==> src/rtl/ps2_pkg.sv <==
// Shared PS/2 definitions: transmit FSM encoding, host command bytes and the
// scancode constants also used by the keyboard receive/decode path.
package ps2_pkg;

  typedef enum logic [2:0] {
    IDLE,
    INHIBIT,
    REQ,
    SEND,
    ACK,
    WAIT_IDLE
  } tx_state_t;

  // Host-to-device command bytes
  localparam logic [7:0] CMD_SET_LEDS = 8'hED;
  localparam logic [7:0] CMD_RESET    = 8'hFF;
  localparam logic [7:0] CMD_ENABLE   = 8'hF4;
  localparam logic [7:0] CMD_RESEND   = 8'hFE;

  // Device-to-host scancodes and responses (scan code set 2)
  localparam logic [7:0] SC_EXTENDED  = 8'hE0;
  localparam logic [7:0] SC_BREAK     = 8'hF0;
  localparam logic [7:0] SC_ACK       = 8'hFA;
  localparam logic [7:0] SC_BAT_OK    = 8'hAA;
  localparam logic [7:0] SC_RESEND    = 8'hFE;
  localparam logic [7:0] SC_ERROR     = 8'hFC;
  localparam logic [7:0] SC_ENTER     = 8'h5A;
  localparam logic [7:0] SC_ESC       = 8'h76;
  localparam logic [7:0] SC_SPACE     = 8'h29;
  localparam logic [7:0] SC_LSHIFT    = 8'h12;
  localparam logic [7:0] SC_RSHIFT    = 8'h59;
  localparam logic [7:0] SC_CAPS      = 8'h58;

  // Index of the parity bit in the 11-bit frame; its falling edge ends SEND
  localparam logic [3:0] PARITY_IDX   = 4'd9;

  function automatic logic odd_parity(input logic [7:0] value);
    return ~^value;
  endfunction

endpackage

==> src/rtl/ps2_host_tx_if.sv <==
// Command handshake between a host controller and the PS/2 transmitter.
interface ps2_host_tx_if;

  logic       tx_start;
  logic [7:0] tx_data;
  logic       tx_busy;
  logic       tx_done;
  logic       tx_err;

  modport master (
    output tx_start,
    output tx_data,
    input  tx_busy,
    input  tx_done,
    input  tx_err
  );

  modport slave (
    input  tx_start,
    input  tx_data,
    output tx_busy,
    output tx_done,
    output tx_err
  );

endinterface

==> src/rtl/ps2_sync_edge.sv <==
// Two-flop synchronizer for a raw PS/2 line with a falling-edge strobe.
// Flops reset high because an idle PS/2 line is pulled up.
module ps2_sync_edge (
  input  logic clk,
  input  logic reset,
  input  logic async_in,
  output logic sync,
  output logic fall
);

  logic meta;
  logic sync_q;
  logic prev_q;

  always_ff @(posedge clk) begin
    if (reset) begin
      meta   <= 1'b1;
      sync_q <= 1'b1;
      prev_q <= 1'b1;
    end else begin
      meta   <= async_in;
      sync_q <= meta;
      prev_q <= sync_q;
    end
  end

  assign sync = sync_q;
  assign fall = prev_q & ~sync_q;

endmodule

==> src/rtl/ps2_host_tx.sv <==
// PS/2 host-to-device transmitter: inhibits the bus, issues request-to-send,
// shifts a command byte out on device-generated clocks and checks the ACK.
module ps2_host_tx
  import ps2_pkg::*;
#(
  parameter int INHIBIT_CYCLES = 5000,
  parameter int TIMEOUT_CYCLES = 1000000
) (
  input  logic         clk,
  input  logic         reset,
  ps2_host_tx_if.slave host,
  input  logic         ps2_clk_in,
  input  logic         ps2_data_in,
  output logic         ps2_clk_oe,
  output logic         ps2_data_oe
);

  localparam int INH_W = (INHIBIT_CYCLES > 1) ? $clog2(INHIBIT_CYCLES) : 1;
  localparam int TMO_W = (TIMEOUT_CYCLES > 1) ? $clog2(TIMEOUT_CYCLES) : 1;
  localparam logic [INH_W-1:0] INH_LAST = INH_W'(INHIBIT_CYCLES - 1);
  localparam logic [TMO_W-1:0] TMO_LAST = TMO_W'(TIMEOUT_CYCLES - 1);

  tx_state_t        state;
  tx_state_t        state_next;
  logic [INH_W-1:0] inhibit_cnt;
  logic [TMO_W-1:0] timeout_cnt;
  logic [3:0]       bit_idx;
  logic [7:0]       tx_byte;
  logic             tx_parity;
  logic [10:0]      frame;
  logic             frame_bit;
  logic             timeout_hit;
  logic             in_frame;
  logic             send_entry;
  logic             sync_clk;
  logic             clk_fall;
  logic             sync_data;
  logic             data_fall_unused;
  logic             done_int;
  logic             err_int;
  logic             clk_oe_int;
  logic             data_oe_int;

  ps2_sync_edge u_sync_clk (
    .clk      (clk),
    .reset    (reset),
    .async_in (ps2_clk_in),
    .sync     (sync_clk),
    .fall     (clk_fall)
  );

  ps2_sync_edge u_sync_data (
    .clk      (clk),
    .reset    (reset),
    .async_in (ps2_data_in),
    .sync     (sync_data),
    .fall     (data_fall_unused)
  );

  // Frame order on the wire: start(0), D0..D7, parity, stop(1)
  assign frame       = {1'b1, tx_parity, tx_byte, 1'b0};
  assign frame_bit   = (bit_idx <= 4'd10) ? frame[bit_idx] : 1'b1;
  assign timeout_hit = (timeout_cnt == TMO_LAST);
  assign in_frame    = (state == SEND) || (state == ACK) || (state == WAIT_IDLE);
  assign send_entry  = (state_next == SEND) && (state != SEND);

  always_comb begin
    state_next  = state;
    done_int    = 1'b0;
    err_int     = 1'b0;
    clk_oe_int  = 1'b0;
    data_oe_int = 1'b0;
    case (state)
      IDLE: begin
        if (host.tx_start) state_next = INHIBIT;
      end
      INHIBIT: begin
        clk_oe_int = 1'b1;
        if (inhibit_cnt == INH_LAST) state_next = REQ;
      end
      REQ: begin
        clk_oe_int  = 1'b1;
        data_oe_int = 1'b1;
        state_next  = SEND;
      end
      SEND: begin
        data_oe_int = ~frame_bit;
        if (timeout_hit) begin
          err_int    = 1'b1;
          state_next = IDLE;
        end else if (clk_fall && (bit_idx == PARITY_IDX)) begin
          state_next = ACK;
        end
      end
      ACK: begin
        if (timeout_hit) begin
          err_int    = 1'b1;
          state_next = IDLE;
        end else if (clk_fall) begin
          if (!sync_data) begin
            state_next = WAIT_IDLE;
          end else begin
            err_int    = 1'b1;
            state_next = IDLE;
          end
        end
      end
      WAIT_IDLE: begin
        if (timeout_hit) begin
          err_int    = 1'b1;
          state_next = IDLE;
        end else if (sync_clk && sync_data) begin
          done_int   = 1'b1;
          state_next = IDLE;
        end
      end
      default: state_next = IDLE;
    endcase
  end

  // The frame timer runs across SEND, ACK and WAIT_IDLE so it bounds the
  // whole transaction; the inhibit counter restarts on any state change.
  always_ff @(posedge clk) begin
    if (reset) begin
      state       <= IDLE;
      inhibit_cnt <= '0;
      timeout_cnt <= '0;
      bit_idx     <= '0;
      tx_byte     <= '0;
      tx_parity   <= 1'b0;
    end else begin
      state <= state_next;

      if (state_next != state)
        inhibit_cnt <= '0;
      else if (state == INHIBIT)
        inhibit_cnt <= inhibit_cnt + 1'b1;

      if (send_entry || (state_next == IDLE))
        timeout_cnt <= '0;
      else if (in_frame)
        timeout_cnt <= timeout_cnt + 1'b1;

      if (send_entry || (state_next == IDLE))
        bit_idx <= '0;
      else if ((state == SEND) && clk_fall)
        bit_idx <= bit_idx + 4'd1;

      if ((state == IDLE) && host.tx_start) begin
        tx_byte   <= host.tx_data;
        tx_parity <= odd_parity(host.tx_data);
      end
    end
  end

  assign ps2_clk_oe   = clk_oe_int;
  assign ps2_data_oe  = data_oe_int;
  assign host.tx_busy = (state != IDLE);
  assign host.tx_done = done_int & ~reset;
  assign host.tx_err  = err_int & ~reset;

endmodule

==> src/flat_wrapper.sv <==
// flat-port wrapper written by rule: the top's interface ports become plain ports
module ps2_host_tx_flat import ps2_pkg::*;
#(
  parameter int INHIBIT_CYCLES = 5000,
  parameter int TIMEOUT_CYCLES = 1000000
)
  (clk, reset, ps2_clk_in, ps2_data_in, ps2_clk_oe, ps2_data_oe, host_tx_start, host_tx_data, host_tx_busy, host_tx_done, host_tx_err);
  ps2_host_tx_if host_i ();
  input  logic clk;
  input  logic reset;
  input  logic ps2_clk_in;
  input  logic ps2_data_in;
  output logic ps2_clk_oe;
  output logic ps2_data_oe;
  input wire logic [$bits(host_i.tx_start)-1:0] host_tx_start;
  input wire logic [$bits(host_i.tx_data)-1:0] host_tx_data;
  output wire logic [$bits(host_i.tx_busy)-1:0] host_tx_busy;
  output wire logic [$bits(host_i.tx_done)-1:0] host_tx_done;
  output wire logic [$bits(host_i.tx_err)-1:0] host_tx_err;
  assign host_i.tx_start = host_tx_start;
  assign host_i.tx_data = host_tx_data;
  assign host_tx_busy = host_i.tx_busy;
  assign host_tx_done = host_i.tx_done;
  assign host_tx_err = host_i.tx_err;
  ps2_host_tx #(.INHIBIT_CYCLES(INHIBIT_CYCLES), .TIMEOUT_CYCLES(TIMEOUT_CYCLES)) u_core (.clk(clk), .reset(reset), .host(host_i), .ps2_clk_in(ps2_clk_in), .ps2_data_in(ps2_data_in), .ps2_clk_oe(ps2_clk_oe), .ps2_data_oe(ps2_data_oe));
endmodule
==> config.mk <==
export PLATFORM = sky130hd
export DESIGN_NAME = ps2_host_tx_flat
export DESIGN_NICKNAME = d
export VERILOG_FILES = /design/src/rtl/ps2_pkg.sv /design/src/rtl/ps2_host_tx_if.sv /design/src/rtl/ps2_sync_edge.sv /design/src/rtl/ps2_host_tx.sv /design/src/flat_wrapper.sv
export SDC_FILE = /design/constraint.sdc
export NUM_CORES = 1
export LEC_CHECK = 0
export CAP_MARGIN = 5
export CORE_UTILIZATION = 49
export CTS_CLUSTER_SIZE = 12
export DETAILED_ROUTE_END_ITERATION = 6
export GPL_TIMING_DRIVEN = 0
export PLACE_DENSITY = 0.7
export SLEW_MARGIN = 10
export SYNTH_ARGS = -nofsm -noshare
export SYNTH_HDL_FRONTEND = slang
export SYNTH_SLANG_ARGS = --single-unit
==> constraint.sdc <==
create_clock -name clk -period 2.2 [get_ports clk]
set_clock_uncertainty 0.1 [all_clocks]
set_input_delay 0.33 -clock clk [delete_from_list [all_inputs] [get_ports clk]]
set_output_delay 0.33 -clock clk [all_outputs]
set_load 0.01 [all_outputs]
Word-level counts from Yosys, hierarchy flattened
Cells that the tools add are included.
{"block": "totals", "out_inout_bits": 5, "n_memories": 0, "word_cells": 72, "romBits": 0, "ram_bits": 0, "in_bits": 13, "regBits": 54, "latch_bits": 0}
{"block": "op_classes", "shifts": 0, "n_addsub": 3, "mul": 0, "bitwise": 6, "eq_ne": 11, "reduce_logical": 16, "div_mod_pow": 0, "magnitude_cmp": 2, "mux": 23}
{"cell": "2-to-1 mux 3 bit", "n": 9}
{"cell": "adder 20 x 1 -> 20 bit, second input constant", "n": 1}
{"cell": "== test 20 bit, second input constant", "n": 1}
{"cell": "one-hot mux 3 bit (6 select lines)", "n": 1}
{"cell": "adder 13 x 1 -> 13 bit, second input constant", "n": 1}
{"cell": "== test 13 bit, second input constant", "n": 1}
{"cell": "2-to-1 mux 1 bit", "n": 10}
{"cell": "== test 3 x 2 -> 1 bit, second input constant", "n": 3}
{"cell": "OR reduction 2 bit", "n": 4}
{"cell": "XNOR reduction 8 bit", "n": 1}
{"cell": "== test 3 bit, second input constant", "n": 2}
{"cell": "zero test 3 bit", "n": 2}
{"cell": "logical AND 1 bit", "n": 5}
{"cell": "less-than comparator 4 x 5 -> 1 bit, second input constant", "n": 1}
{"cell": "adder 4 x 1 -> 4 bit, second input constant", "n": 1}
{"cell": "binary-select mux 1 bit (select 4 bit)", "n": 1}
{"cell": "== test 4 bit, second input constant", "n": 1}
{"cell": "<= comparator 4 bit, second input constant", "n": 1}
{"cell": "one-hot mux 1 bit (2 select lines)", "n": 2}
{"cell": "AND 1 bit", "n": 3}
{"cell": "== test 3 x 1 -> 1 bit, second input constant", "n": 1}
{"cell": "logical OR 1 bit", "n": 3}
{"cell": "!= test 3 x 2 -> 1 bit, second input constant", "n": 1}
{"cell": "!= test 3 bit", "n": 1}
{"cell": "2 further kinds", "n": 4}

Depth between registers and ports, before layout
Gate-level depths: netlist (run 1).
{"block": "depth", "ltp_word": 10, "ltp_mapped": 9, "ltp_nobuf": 7}

Modules after synthesis
A second synthesis (run 1) with hierarchy kept.
{"block": "hier_totals", "cells_unflattened": 331, "hier_area_um2": 2905.3}
{"mod": "ps2_host_tx", "n_inst": 1, "area_each_um2": 2735.1, "cells_each": 317, "seq_area_each_um2": 980.9}
{"mod": "ps2_sync_edge", "n_inst": 2, "area_each_um2": 85.1, "cells_each": 7, "seq_area_each_um2": 60.1}

Least setup slack after synthesis (run 1)
Ideal clock, no wire load.
{"block": "synth_timing", "kind": "register -> output", "startpoint": "reg u_core.bit_idx[0]", "endpoint": "out ps2_data_oe", "arrival_time_ns": 1.659, "path_buffers": 1, "t_required_ns": 1.770, "path_stages_with_launch": 9, "setup_slack_ns": 0.111, "cell_sequence": "dfxtp_1 -> clkbuf_1 -> inv_1 -> ha_1 -> inv_1 -> mux4_2 -> a211oi_1 -> a21oi_1 -> a21oi_1"}
{"block": "synth_between", "elab_chain_cells": 5}
{"item": "from (decl)", "line_no": "ps2_host_tx.sv:27", "rtl": "logic [3:0] bit_idx;"}
{"item": "from (signal assigned)", "line_no": "ps2_host_tx.sv:147", "rtl": "bit_idx <= bit_idx + 4'd1;"}
{"item": "binary-select mux 1 bit (select 4 bit)", "line_no": "ps2_host_tx.sv:62", "rtl": "assign frame_bit = (bit_idx <= 4'd10) ? frame[bit_idx] : 1'b1;"}
{"item": "2-to-1 mux 1 bit (not written as such)", "line_no": "ps2_host_tx.sv:62"}
{"item": "2-to-1 mux 1 bit *", "line_no": "ps2_host_tx.sv:62"}
{"item": "inverter 1 bit *", "line_no": "ps2_host_tx.sv:87", "rtl": "data_oe_int = ~frame_bit;"}
{"item": "one-hot mux 1 bit (2 select lines) *", "line_no": "ps2_host_tx.sv:73", "rtl": "case (state)"}
{"item": "to (decl)", "line_no": "flat_wrapper.sv:14", "rtl": "output logic ps2_data_oe;"}
Mark *: on every way between the ends. The rest lies on a longest branch, timed or not. The select of a mux whose other input is x is not followed.

Final worst setup path (run 1)
Ends and elaborated chain as after synthesis.

==> run summary, run 1 <==
====================================================================================
Total via count in the routed design                                            2161
Library cell occupying the most area in the post-synthesis netlist      sky130_fd_sc_hd__dfxtp_1
Flip-flop and latch count after synthesis                                         54
Class of the worst hold path                                              reg -> reg
Hold violation count in the final report                                           0
Number of remaining DRC errors                                                     0
Number of detailed-route iterations in the first pass                              4
Switching power summed over all nets                                        0.411 mW
TritonCTS clock tree                                                             yes
WHS                                                                         0.314 ns
Via count of the first global-routing pass                                      2020
Setup TNS after final layout                                              -0.0908 ns
Total routing resource utilization after global routing                        18.8%
GRT overflow                                                                       0
Combined buffer and inverter count along the critical path                         3
Number of antenna violations at the first check in global routing                  0
Max-cap violation count                                                            0
Number of buffers inserted for hold repair after clock tree synthesis              0
CTS HTree Levels                                                                   2
Reg power frac                                                                 57.8%
Internal portion of total power                                              1.33 mW
Slowest-stage cell, CP                                                  sky130_fd_sc_hd__mux4_2
Achievable clock frequency                                                   437 MHz
Post-synth cell types                                                             48
Critical Path RT                                                             1.77 ns
Run status                                                              complete, but fails checks
Cells on worst reg2reg path                                                       10
Yosys top cell area share                                                      39.4%
Endpoint kind of the worst setup timing path                            primary output
Setup violations, final                                                            1
Final count of pins violating max slew                                             0
Cts bufs inserted                                                                  5
Combined area of all synthesized cells                                     2740 um^2
Clk Latency, worst-skew pair                                                 0.31 ns
Top FF cell, synth                                                      sky130_fd_sc_hd__dfxtp_1
Total chip power                                                             1.74 mW
Number of logic stages on the critical path including buffering                    8
Count of fill cells added during filler insertion                                474
Port-buffer cells                                                                 17
Setup repair after global routing missed its margin                             true
Clock root buffer master                                                sky130_fd_sc_hd__clkbuf_8
Relative slew margins                                                          68.1%
Category of the critical setup timing path                                reg -> out
Clock power share                                                              32.9%
Share of cells above drive strength 1                                          21.0%
Largest fanout of any net on the critical path                                     2
Effective utilization at floorplan                                             52.4%
Average wire per cell in the routed design                                   12.5 um
Top cell family by delay on the critical path                           multiplexers
Leak pwr                                                                     1.12 nW
Detail Route Antenna Nets                                                          0
Top area cells in the synthesized netlist                               sky130_fd_sc_hd__dfxtp_1 (39%), sky130_fd_sc_hd__xor2_1 (7.7%), sky130_fd_sc_hd__nor2_1 (5.9%), sky130_fd_sc_hd__xnor2_1 (5.7%), sky130_fd_sc_hd__nand2_1 (5.6%)
Worst-path clk slew                                                          0.09 ns
Final wirelength                                                             5.08 mm
Global-route wire length before repair                                       8.92 mm
Violations in the final reports                                         negative setup slack
Worst Setup Start Kind                                                     flip-flop
Weighted congestion at the end of routability-driven global placement          0.893
Hold Path Cell Cnt                                                                 1
Die Outline Area                                                           5900 um^2
DR iter-0 viols                                                                   68
Vias per cell                                                                   5.30
Number of sinks handled by clock tree synthesis                                   54
Final net count                                                                  355
Combinational cell fraction of total power                                      9.2%
Worst slew pin tran                                                         0.478 ns
Pin count of the biggest net entering global routing                              16
Deepest clock path buffer count                                                    2
Final core occ                                                                 61.7%
Setup Slack @ Placement                                                    -0.515 ns
Share of the yosys chip area belonging to registers                            39.4%
Die span in y                                                                76.8 um
Horizontal extent of the die                                                 76.8 um
Yosys Warn Count                                                                   0
Share of flip-flops with an asynchronous set or reset after synthesis             0%
Row count                                                                         26
Number of diodes added for antenna fixing                                          0
Min Clock Period, post-route                                                 2.29 ns
Data arrival at the endpoint of the critical path                            1.86 ns
Number of enable-type register cells in the synthesized netlist                    0
Final worst-path cycle share                                                    104%
Core area                                                                  5240 um^2
Synthesized Nets                                                                 327
Sw frac                                                                        23.6%
Setup ws final                                                            -0.0908 ns
Worst path max stage delay                                                   0.46 ns
Ordered list of cells on the worst path                                 inv_2, ha_4, inv_2, mux4_2, a211oi_2, a21oi_1, a21oi_1, buf_2
VDD IR max                                                                    495 uV
Dpl hpwl                                                                     3.60 mm
Power Dens Cells                                                         538 nW/um^2
Average size of a mapped cell                                              8.88 um^2
Synthesis-to-layout area growth                                                17.8%
Io pins                                                                           18
Cell count after synthesis                                                       309
====================================================================================
cells by family after synthesis:
| group | after synthesis | share of synthesized area [%] |
|---|---|---|
| simple gates | 149 | 28.2 |
| buf+inv | 19 | 4.29 |
| mux | 3 | 2.01 |
| compound gates | 37 | 10.4 |
| flops | 54 | 39.4 |
| xor+xnor | 42 | 13.4 |
| fa+ha+maj | 5 | 2.28 |
state kept, by name (all words and copies together), names as in the netlist:
name                      cells
u_core.bit_idx                4
u_core.inhibit_cnt           13
u_core.state                  3
u_core.timeout_cnt           20
u_core.tx_byte                8
u_core.tx_parity              1
u_core.u_sync_clk.meta        1
u_core.u_sync_clk.prev_q      1
u_core.u_sync_clk.sync        1
u_core.u_sync_data.meta       1
u_core.u_sync_data.sync       1
metal layers:
layer | part of all wire [%] | global-route usage (%) | up-vias
li1 | - | - | 1108
met1 | 50 | 24.7 | 1012
met2 | 44 | 29.7 | 30
met3 | 2.9 | 3.69 | 11
met4 | 2.2 | 8.27 | 0
met5 | 0 | 0 | -
synth_stat cells (2+ instances only):
cell type                   instances
sky130_fd_sc_hd__dfxtp_1           54
sky130_fd_sc_hd__nor2_1            43
sky130_fd_sc_hd__nand2_1           41
sky130_fd_sc_hd__xor2_1            24
sky130_fd_sc_hd__xnor2_1           18
sky130_fd_sc_hd__a21oi_1           15
sky130_fd_sc_hd__nand3_1           10
sky130_fd_sc_hd__nand4_1            9
sky130_fd_sc_hd__a211oi_1           6
sky130_fd_sc_hd__inv_1              6
sky130_fd_sc_hd__or2_2              6
sky130_fd_sc_hd__buf_6              5
sky130_fd_sc_hd__clkbuf_1           5
sky130_fd_sc_hd__ha_1               5
sky130_fd_sc_hd__and3_1             4
sky130_fd_sc_hd__and4_1             4
sky130_fd_sc_hd__nand2b_1           4
sky130_fd_sc_hd__nor2_2             4
sky130_fd_sc_hd__nor3_1             4
sky130_fd_sc_hd__a31oi_1            3
sky130_fd_sc_hd__nor4_1             3
sky130_fd_sc_hd__o21ai_0            3
sky130_fd_sc_hd__a2111oi_4          2
sky130_fd_sc_hd__and2_1             2
sky130_fd_sc_hd__buf_4              2
sky130_fd_sc_hd__mux4_2             2
sky130_fd_sc_hd__nor3b_1            2
sky130_fd_sc_hd__nor4b_1            2
sky130_fd_sc_hd__or4b_1             2
cell type report:
class	instances	area, um^2	area share, %
clock inverters	1	5.00	0.155
inverters	6	22.5	0.697
repair buffers	22	193	5.96
flip-flops and latches	54	1100	34.1
clock buffers	7	86.3	2.67
well taps	70	87.6	2.71
multi-input cells	236	1630	50.6
plain buffers	12	101	3.14
placed cells by master (no fill, tap or decap), types with 3 or more instances in the layout:
| cell | instances |
|---|---|
| sky130_fd_sc_hd__xor2_1 | 24 |
| sky130_fd_sc_hd__nor3_1 | 3 |
| sky130_fd_sc_hd__dfxtp_4 | 3 |
| sky130_fd_sc_hd__o21ai_0 | 3 |
| sky130_fd_sc_hd__a21oi_1 | 15 |
| sky130_fd_sc_hd__or2_2 | 5 |
| sky130_fd_sc_hd__a211oi_1 | 5 |
| sky130_fd_sc_hd__nand4_1 | 9 |
| sky130_fd_sc_hd__buf_4 | 7 |
| sky130_fd_sc_hd__nor2_2 | 3 |
| sky130_fd_sc_hd__clkbuf_8 | 7 |
| sky130_fd_sc_hd__nand3_1 | 10 |
| sky130_fd_sc_hd__nor2_1 | 43 |
| sky130_fd_sc_hd__dfxtp_2 | 8 |
| sky130_fd_sc_hd__buf_2 | 4 |
| sky130_fd_sc_hd__dfxtp_1 | 43 |
| sky130_fd_sc_hd__clkdlybuf4s50_1 | 14 |
| sky130_fd_sc_hd__xnor2_1 | 18 |
| sky130_fd_sc_hd__and4_1 | 4 |
| sky130_fd_sc_hd__clkbuf_1 | 4 |
| sky130_fd_sc_hd__inv_1 | 4 |
| sky130_fd_sc_hd__and3_1 | 4 |
| sky130_fd_sc_hd__nand2_1 | 40 |
| sky130_fd_sc_hd__nand2b_1 | 4 |
| sky130_fd_sc_hd__ha_1 | 3 |
| sky130_fd_sc_hd__a31oi_1 | 3 |
| sky130_fd_sc_hd__buf_6 | 5 |
power by group through the flow:
stage | Combinational [mW] | Clock (mW) | Sequential, mW
3_3_place_gp | 0.157 | 0 | 1.03
4_1_cts | 0.160 | 0.585 | 1.01
3_5_place_dp | 0.159 | 0 | 1.03
5_1_grt | 0.180 | 0.628 | 1.01
2_1_floorplan | 0.107 | 0 | 1.03
6_report | 0.160 | 0.573 | 1.01
path summary, 6_finish.rpt:
check	start	end	slack, ns
setup / recovery	u_core.bit_idx[0]	ps2_data_oe	-0.09
hold / removal	u_core.u_sync_data.meta	u_core.u_sync_data.sync	0.31
setup reg to reg	u_core.bit_idx[1]	u_core.inhibit_cnt[9]	0.16
hold reg to reg	u_core.u_sync_data.meta	u_core.u_sync_data.sync	0.31
repair_timing:
item                                    CTS  global route
setup buffers                             5             0
pin swaps                                 6             5
gates resized for setup                  36            12
endpoints found under the setup margin    3             5
hold endpoints to repair                  0             0
metrics by stage:
| step | cells | area [um^2] |
|---|---|---|
| 4_1_cts | 408 | 3180 |
| 3_5_place_dp | 396 | 3000 |
| 6_report | 408 | 3230 |
| 2_1_floorplan | 309 | 2740 |
| 3_3_place_gp | 396 | 3000 |
| 5_1_grt | 408 | 3230 |
No activity file was read; power rests on OpenSTA's default activity.
==> inputs of run 2 (changes only) <==
--- a/config.mk
+++ b/config.mk
@@ -12,5 +12,4 @@
 export GPL_TIMING_DRIVEN = 0
 export PLACE_DENSITY = 0.7
-export SLEW_MARGIN = 10
 export SYNTH_ARGS = -nofsm -noshare
 export SYNTH_HDL_FRONTEND = slang
==> constraint.sdc (replaced) <==
create_clock -name clk -period 2.2 [get_ports clk]
set_clock_uncertainty 0.1 [all_clocks]
set_input_delay 0.44 -clock clk [delete_from_list [all_inputs] [get_ports clk]]
set_output_delay 0.44 -clock clk [all_outputs]
set_load 0.01 [all_outputs]
==> run 2 against run 1 <==
The run still ends with negative setup slack left; utilization rose by 0.91 points; fmax fell by 4.5%; critical path type unchanged; sequential share of layout area fell by 0.27 points; highest routed layer unchanged.
==> run summary, run 2 (synthesis gave the netlist of run 1 again) <==
=====================================================================================
Run status                                                               complete, but fails checks
Final net count                                                                   362   +2.0%
GRT overflow                                                                        0   unchanged
Final wirelength                                                              5.13 mm   +0.92%
Final core occ                                                                  62.6%   +0.91 points
Achievable clock frequency                                                    417 MHz   -4.5%
VDD IR max                                                                     476 uV   -3.7%
Die span in y                                                                 76.8 um   unchanged
Capture point of the worst reg-to-reg path                               u_core.inhibit_cnt[9]
Detail Route Antenna Nets                                                           0   unchanged
Count of fill cells added during filler insertion                                 461   -2.7%
Synthesis-to-layout area growth                                                 19.6%
Number of diodes added for antenna fixing                                           0   unchanged
Clock root buffer master                                                 sky130_fd_sc_hd__clkbuf_8
Category of the critical setup timing path                                 reg -> out
Min Clock Period, post-route                                                  2.40 ns   +0.108 ns
Share of cells above drive strength 1                                           24.1%   +3.1 points
Via count of the first global-routing pass                                       2036   +0.79%
Leak pwr                                                                      1.15 nW   +2.4%
Flip-flop count of the largest register after layout                               20   unchanged
Cells on worst reg2reg path                                                        10   unchanged
TritonCTS clock tree                                                              yes
Registers with the most flip-flops                                       u_core.timeout_cnt x20, u_core.inhibit_cnt x13, u_core.tx_byte x8
Worst Setup Start Kind                                                      flip-flop
Hold violation count in the final report                                            0   unchanged
Number of antenna violations at the first check in global routing                   0   unchanged
Io pins                                                                            18   unchanged
Largest fanout of any net on the critical path                                      2   unchanged
Total via count in the routed design                                             2172   +0.51%
Register-to-register setup slack                                              0.16 ns   about the same
Number of sinks handled by clock tree synthesis                                    54   unchanged
Dpl hpwl                                                                      3.60 mm   unchanged
Most frequent cells in the layout                                        sky130_fd_sc_hd__nor2_1 (43), sky130_fd_sc_hd__nand2_1 (40), sky130_fd_sc_hd__dfxtp_1 (39)
Port-buffer cells                                                                  17   unchanged
Setup ws final                                                              -0.199 ns   -0.108 ns
Class of the worst hold path                                               reg -> reg
CP startpoint                                                            u_core.bit_idx[0]
Horizontal extent of the die                                                  76.8 um   unchanged
Register containing the most flip-flops in the final layout              u_core.timeout_cnt
Vias per cell                                                                    5.23   -1.2%
Endpoint kind of the worst setup timing path                             primary output
Deepest clock path buffer count                                                     2   unchanged
Critical Path RT                                                              1.66 ns   -0.11 ns
Hold Path Cell Cnt                                                                  1   unchanged
Total routing resource utilization after global routing                         19.2%   +0.36 points
Violations in the final reports                                          negative setup slack
Final count of pins violating max slew                                              0   unchanged
Relative slew margins                                                           69.0%   +0.85 points
Worst-path clk slew                                                           0.09 ns   about the same
Average wire per cell in the routed design                                    12.4 um   -0.78%
Max-cap violation count                                                             0   unchanged
Cts bufs inserted                                                                   5   unchanged
Power Dens Cells                                                          529 nW/um^2   -1.6%
Origin of the critical flop-to-flop path                                 u_core.bit_idx[1]
CTS HTree Levels                                                                    2   unchanged
Worst slew pin tran                                                          0.465 ns   -0.0128 ns
WHS                                                                          0.313 ns   -0.0000820 ns
DR iter-0 viols                                                                    92   +35%
Effective utilization at floorplan                                              52.4%   unchanged
Row count                                                                          26   unchanged
Setup repair after global routing missed its margin                              true
Global-route wire length before repair                                        9.07 mm   +1.7%
Core area                                                                   5240 um^2   unchanged
Number of detailed-route iterations in the first pass                               4   unchanged
Final worst-path cycle share                                                     109%   +4.9 points
Number of remaining DRC errors                                                      0   unchanged
Setup violations, final                                                             2   +1
Data arrival at the endpoint of the critical path                             1.86 ns   about the same
Pin count of the biggest net entering global routing                               16   unchanged
Weighted congestion at the end of routability-driven global placement           0.893   unchanged
Worst-case hold path end point                                           u_core.u_sync_data.sync
Die Outline Area                                                            5900 um^2   unchanged
Number of buffers inserted for hold repair after clock tree synthesis               0   unchanged
Startpoint of the worst hold path                                        u_core.u_sync_data.meta
Clk Latency, worst-skew pair                                                  0.30 ns   about the same
Most frequent standard cell in the layout excluding fill and tap cells   sky130_fd_sc_hd__nor2_1
=====================================================================================
## run 2: changes by cell type in the layout (fill, tap and decap cells not counted), sizes merged
cell | before | now
buf | 16 | 23
## run 2: stage by stage
step / total power [mW] / std cells / TNS, ns / cell area (um^2) / setup WS, ns
3_3_place_gp: 1.19 / 396 / -1.60 / 3000 / -0.616
3_5_place_dp: 1.19 / 396 / -1.57 / 3000 / -0.625
5_1_grt: 1.81 / 415 / -0.475 / 3280 / -0.283
6_report: 1.74 / 415 / -0.249 / 3280 / -0.199
4_1_cts: 1.75 / 415 / -0.313 / 3270 / -0.232
2_1_floorplan: 1.14 / 309 / 0 / 2740 / 0.00130
## run 2: how the worst max path moves through the flow
stage                       end  slack [ns]
finish              ps2_data_oe       -0.20
floorplan           ps2_data_oe       0.001
detailed placement  ps2_data_oe       -0.63
global route        ps2_data_oe       -0.28
CTS                 ps2_data_oe       -0.23
global placement    ps2_data_oe       -0.62
## run 2: worst max-delay path, cell delays in order (launching register included)
cell and delay, ns:
sky130_fd_sc_hd__dfxtp_4 0.36, sky130_fd_sc_hd__inv_2 0.06, sky130_fd_sc_hd__ha_4 0.12, sky130_fd_sc_hd__inv_2 0.03, sky130_fd_sc_hd__mux4_2 0.46, sky130_fd_sc_hd__a211oi_2 0.19
sky130_fd_sc_hd__a21oi_1 0.06, sky130_fd_sc_hd__a21oi_1 0.15, sky130_fd_sc_hd__buf_2 0.15
## run 2: timing repair
item / in CTS / in global routing
gates resized for setup: 49 / 5
endpoints found under the hold margin: 0 / 0
setup buffers: 12 / 0
pin swaps: 10 / 4
setup endpoints to repair: 5 / 5
## run 2: layout make-up
class | count | area [um^2] | share of cell area (%)
multi-input cells | 236 | 1620 | 49.3
flip-flops and latches | 54 | 1110 | 33.8
repair buffers | 29 | 249 | 7.59
plain buffers | 12 | 103 | 3.13
well taps | 70 | 87.6 | 2.67
clock buffers | 7 | 86.3 | 2.63
inverters | 6 | 22.5 | 0.687
clock inverters | 1 | 5.00 | 0.153
## run 2: power by group
group	leakage (nW)	switching [mW]	internal, mW	total, mW
clock network	0.0482	0.316	0.255	0.571
logic	0.653	0.0797	0.0812	0.161
registers	0.446	0.0133	0.991	1.00
total	1.15	0.409	1.33	1.74
## run 2: routing by layer
layer  share of wire (%)  vias up  global-route usage (%)
li1                    -     1118                       -
met4                 2.2        0                    8.27
met3                 2.5       11                    3.69
met1                  50     1017                    25.1
met2                  45       26                    30.5
met5                   0        -                       0
==> inputs of run 3 (changes only) <==
Settings changed: CORE_UTILIZATION 49 to 30, PLACE_DENSITY 0.7 to 0.48.
==> run 3 against run 2 <==
The flow still finishes with violations (negative setup slack); fmax down 3.8%; die area rose by 61%; non-clock buffer count down 1; wire length rose by 11%; worst setup slack worse by 0.094 ns; global-route usage shrank 6.6 points; register-to-register slack better by 0.03 ns; worst hold slack is essentially flat; power rose by 3.4%; critical path depth stayed put; final area is 2.3% higher; sequential share of layout area decreased by 0.89 points; critical endpoint unchanged.
==> run summary, run 3 (synthesis gave the netlist of run 1 again) <==
=====================================================================================
Hold violation count in the final report                                            0   unchanged
Final net count                                                                   361   -0.28%
Number of detailed-route iterations in the first pass                               4   unchanged
Final core occ                                                                  38.1%   -25 points
Count of fill cells added during filler insertion                                 920   +100%
Largest fanout of any net on the critical path                                      3   +1
Final count of pins violating max slew                                              0   unchanged
Horizontal extent of the die                                                  97.6 um   +27%
Number of diodes added for antenna fixing                                           0   unchanged
Top cell family by delay on the critical path                            multiplexers
Final worst-path cycle share                                                     113%   +4.3 points
Core area                                                                   8810 um^2   +68%
Worst Setup Start Kind                                                      flip-flop
Clock power share                                                               34.9%   +2.0 points
Clock root buffer master                                                 sky130_fd_sc_hd__clkbuf_8
Critical Path RT                                                              1.66 ns   about the same
Via count of the first global-routing pass                                       2069   +1.6%
Worst-path clk slew                                                           0.10 ns   about the same
Combined buffer and inverter count along the critical path                          3   unchanged
Switching power summed over all nets                                         0.434 mW   +6.1%
Class of the worst hold path                                               reg -> reg
TritonCTS clock tree                                                              yes
Setup Slack @ Placement                                                     -0.656 ns   -0.0311 ns
Registers with the most flip-flops                                       u_core.timeout_cnt x20, u_core.inhibit_cnt x13, u_core.tx_byte x8
Setup TNS after final layout                                                -0.478 ns   -0.229 ns
Internal portion of total power                                               1.36 mW   +2.6%
Min Clock Period, post-route                                                  2.49 ns   +0.0942 ns
Cell occurring most often along the worst timing path                    sky130_fd_sc_hd__a21oi_1
Power Dens Cells                                                          535 nW/um^2   +1.1%
Pin count of the biggest net entering global routing                               17   +1
Worst path max stage delay                                                    0.46 ns   about the same
Endpoint kind of the worst setup timing path                             primary output
Clk Latency, worst-skew pair                                                  0.32 ns   +0.02 ns
Instance area after placement                                               3050 um^2   +1.6%
Total chip power                                                              1.80 mW   +3.4%
Final design area excluding fillers                                         3350 um^2   +2.3%
Setup ws final                                                              -0.293 ns   -0.0942 ns
Number of remaining DRC errors                                                      0   unchanged
Total routing resource utilization after global routing                         12.6%   -6.6 points
Data arrival at the endpoint of the critical path                             1.95 ns   +0.09 ns
Violations in the final reports                                          negative setup slack
Most frequent standard cell in the layout excluding fill and tap cells   sky130_fd_sc_hd__nor2_1
Vias per cell                                                                    4.71   -10%
Slowest-stage cell, CP                                                   sky130_fd_sc_hd__mux4_2
Io pins                                                                            18   unchanged
Max-cap violation count                                                             0   unchanged
Cts bufs inserted                                                                   5   unchanged
Achievable clock frequency                                                    401 MHz   -3.8%
Run status                                                               complete, but fails checks
Final wirelength                                                              5.69 mm   +11%
Relative slew margins                                                           66.1%   -2.9 points
Number of antenna violations at the first check in global routing                   0   unchanged
Row count                                                                          34   +31%
Setup repair after global routing missed its margin                              true
Synthesis-to-layout area growth                                                 22.3%
Setup violations, final                                                             3   +1
Weighted congestion at the end of routability-driven global placement           0.771   -14%
Category of the critical setup timing path                                 reg -> out
Dpl hpwl                                                                      3.89 mm   +8.0%
GRT overflow                                                                        0   unchanged
Worst slew pin tran                                                          0.508 ns   +0.0430 ns
Deepest clock path buffer count                                                     2   unchanged
VDD IR max                                                                     250 uV   -48%
WHS                                                                          0.314 ns   +0.0000780 ns
Number of sinks handled by clock tree synthesis                                    54   unchanged
Sw frac                                                                         24.2%   +0.62 points
Most frequent cells in the layout                                        sky130_fd_sc_hd__nor2_1 (43), sky130_fd_sc_hd__dfxtp_1 (41), sky130_fd_sc_hd__nand2_1 (40)
CTS HTree Levels                                                                    2   unchanged
Combinational cell fraction of total power                                       9.1%   -0.2 points
Total via count in the routed design                                             2130   -1.9%
Port-buffer cells                                                                  17   unchanged
Average wire per cell in the routed design                                    12.6 um   +1.9%
DR iter-0 viols                                                                    62   -33%
Effective utilization at floorplan                                              31.1%   -21 points
Reg power frac                                                                  56.1%   -1.8 points
Leak pwr                                                                      1.16 nW   +1.4%
Share of cells above drive strength 1                                           23.5%   -0.51 points
Flip-flop count of the largest register after layout                               20   unchanged
Die span in y                                                                 97.6 um   +27%
Number of placed cells counting well taps                                         434   +9.6%
Register containing the most flip-flops in the final layout              u_core.timeout_cnt
Die Outline Area                                                            9530 um^2   +61%
Ordered list of cells on the worst path                                  inv_4, ha_4, inv_2, mux4_2, a211oi_2, a21oi_1, a21oi_1, buf_2
Number of buffers inserted for hold repair after clock tree synthesis               0   unchanged
Non-filler cells, final                                                           452   +8.9%
Detail Route Antenna Nets                                                           0   unchanged
Global-route wire length before repair                                        9.61 mm   +5.9%
=====================================================================================
-- run 3: changes by cell type in the layout (fill, tap and decap cells not counted), sizes merged --
cell and delta:
clkbuf -1, clkdlybuf4s50 -2, dlygate4sd2 +1, dlymetal6s2s +1
-- run 3: power by group through the flow --
stage	combinational [mW]	clock (mW)	sequential, mW
detailed placement	0.163	0	1.03
global placement	0.161	0	1.03
global route	0.182	0.693	1.01
finish	0.163	0.626	1.01
floorplan	0.107	0	1.03
CTS	0.165	0.654	1.01
-- run 3: metal layers --
metal	routed length, um	track usage [%]
met3	155	3.74
met4	58	3.15
met5	0	0
met2	2570	20.3
met1	2910	16.2
-- run 3: timing repair --
| action | 4_1_cts | 5_1_grt |
|---|---|---|
| endpoints found under the setup margin | 5 | 4 |
| pin swaps | 10 | 6 |
| setup buffers | 7 | 5 |
| gates resized for setup | 47 | 12 |
-- run 3: worst register-to-register path, delay by kind of cell (launching register included) --
kind | cells | cell delay (ns)
AO/OA/AOI/OAI | 1 | 0.23
buffers and inverters | 2 | 0.42
AND/OR/NAND/NOR | 4 | 0.79
flip-flops | 1 | 0.38
-- run 3: final timing paths --
kind | startpoint | end | slack (ns) | cells past startpoint
worst max register to register | u_core.timeout_cnt[10] | u_core.inhibit_cnt[9] | 0.19 | 7
worst min-delay path | u_core.u_sync_clk.meta | u_core.u_sync_clk.sync | 0.31 | 1
worst min register to register | u_core.u_sync_clk.meta | u_core.u_sync_clk.sync | 0.31 | 1
worst max-delay path | u_core.bit_idx[0] | ps2_data_oe | -0.29 | 8
-- run 3: final cells by class --
cell class | instances | area, um^2 | area share (%)
multi-input combinational | 236 | 1640 | 49.0
sequential | 54 | 1100 | 32.9
timing repair buffer | 28 | 243 | 7.24
tap | 108 | 135 | 4.03
buffer | 12 | 98.8 | 2.95
clock buffer | 7 | 96.3 | 2.87
inverter | 6 | 25.0 | 0.746
clock inverter | 1 | 8.76 | 0.261
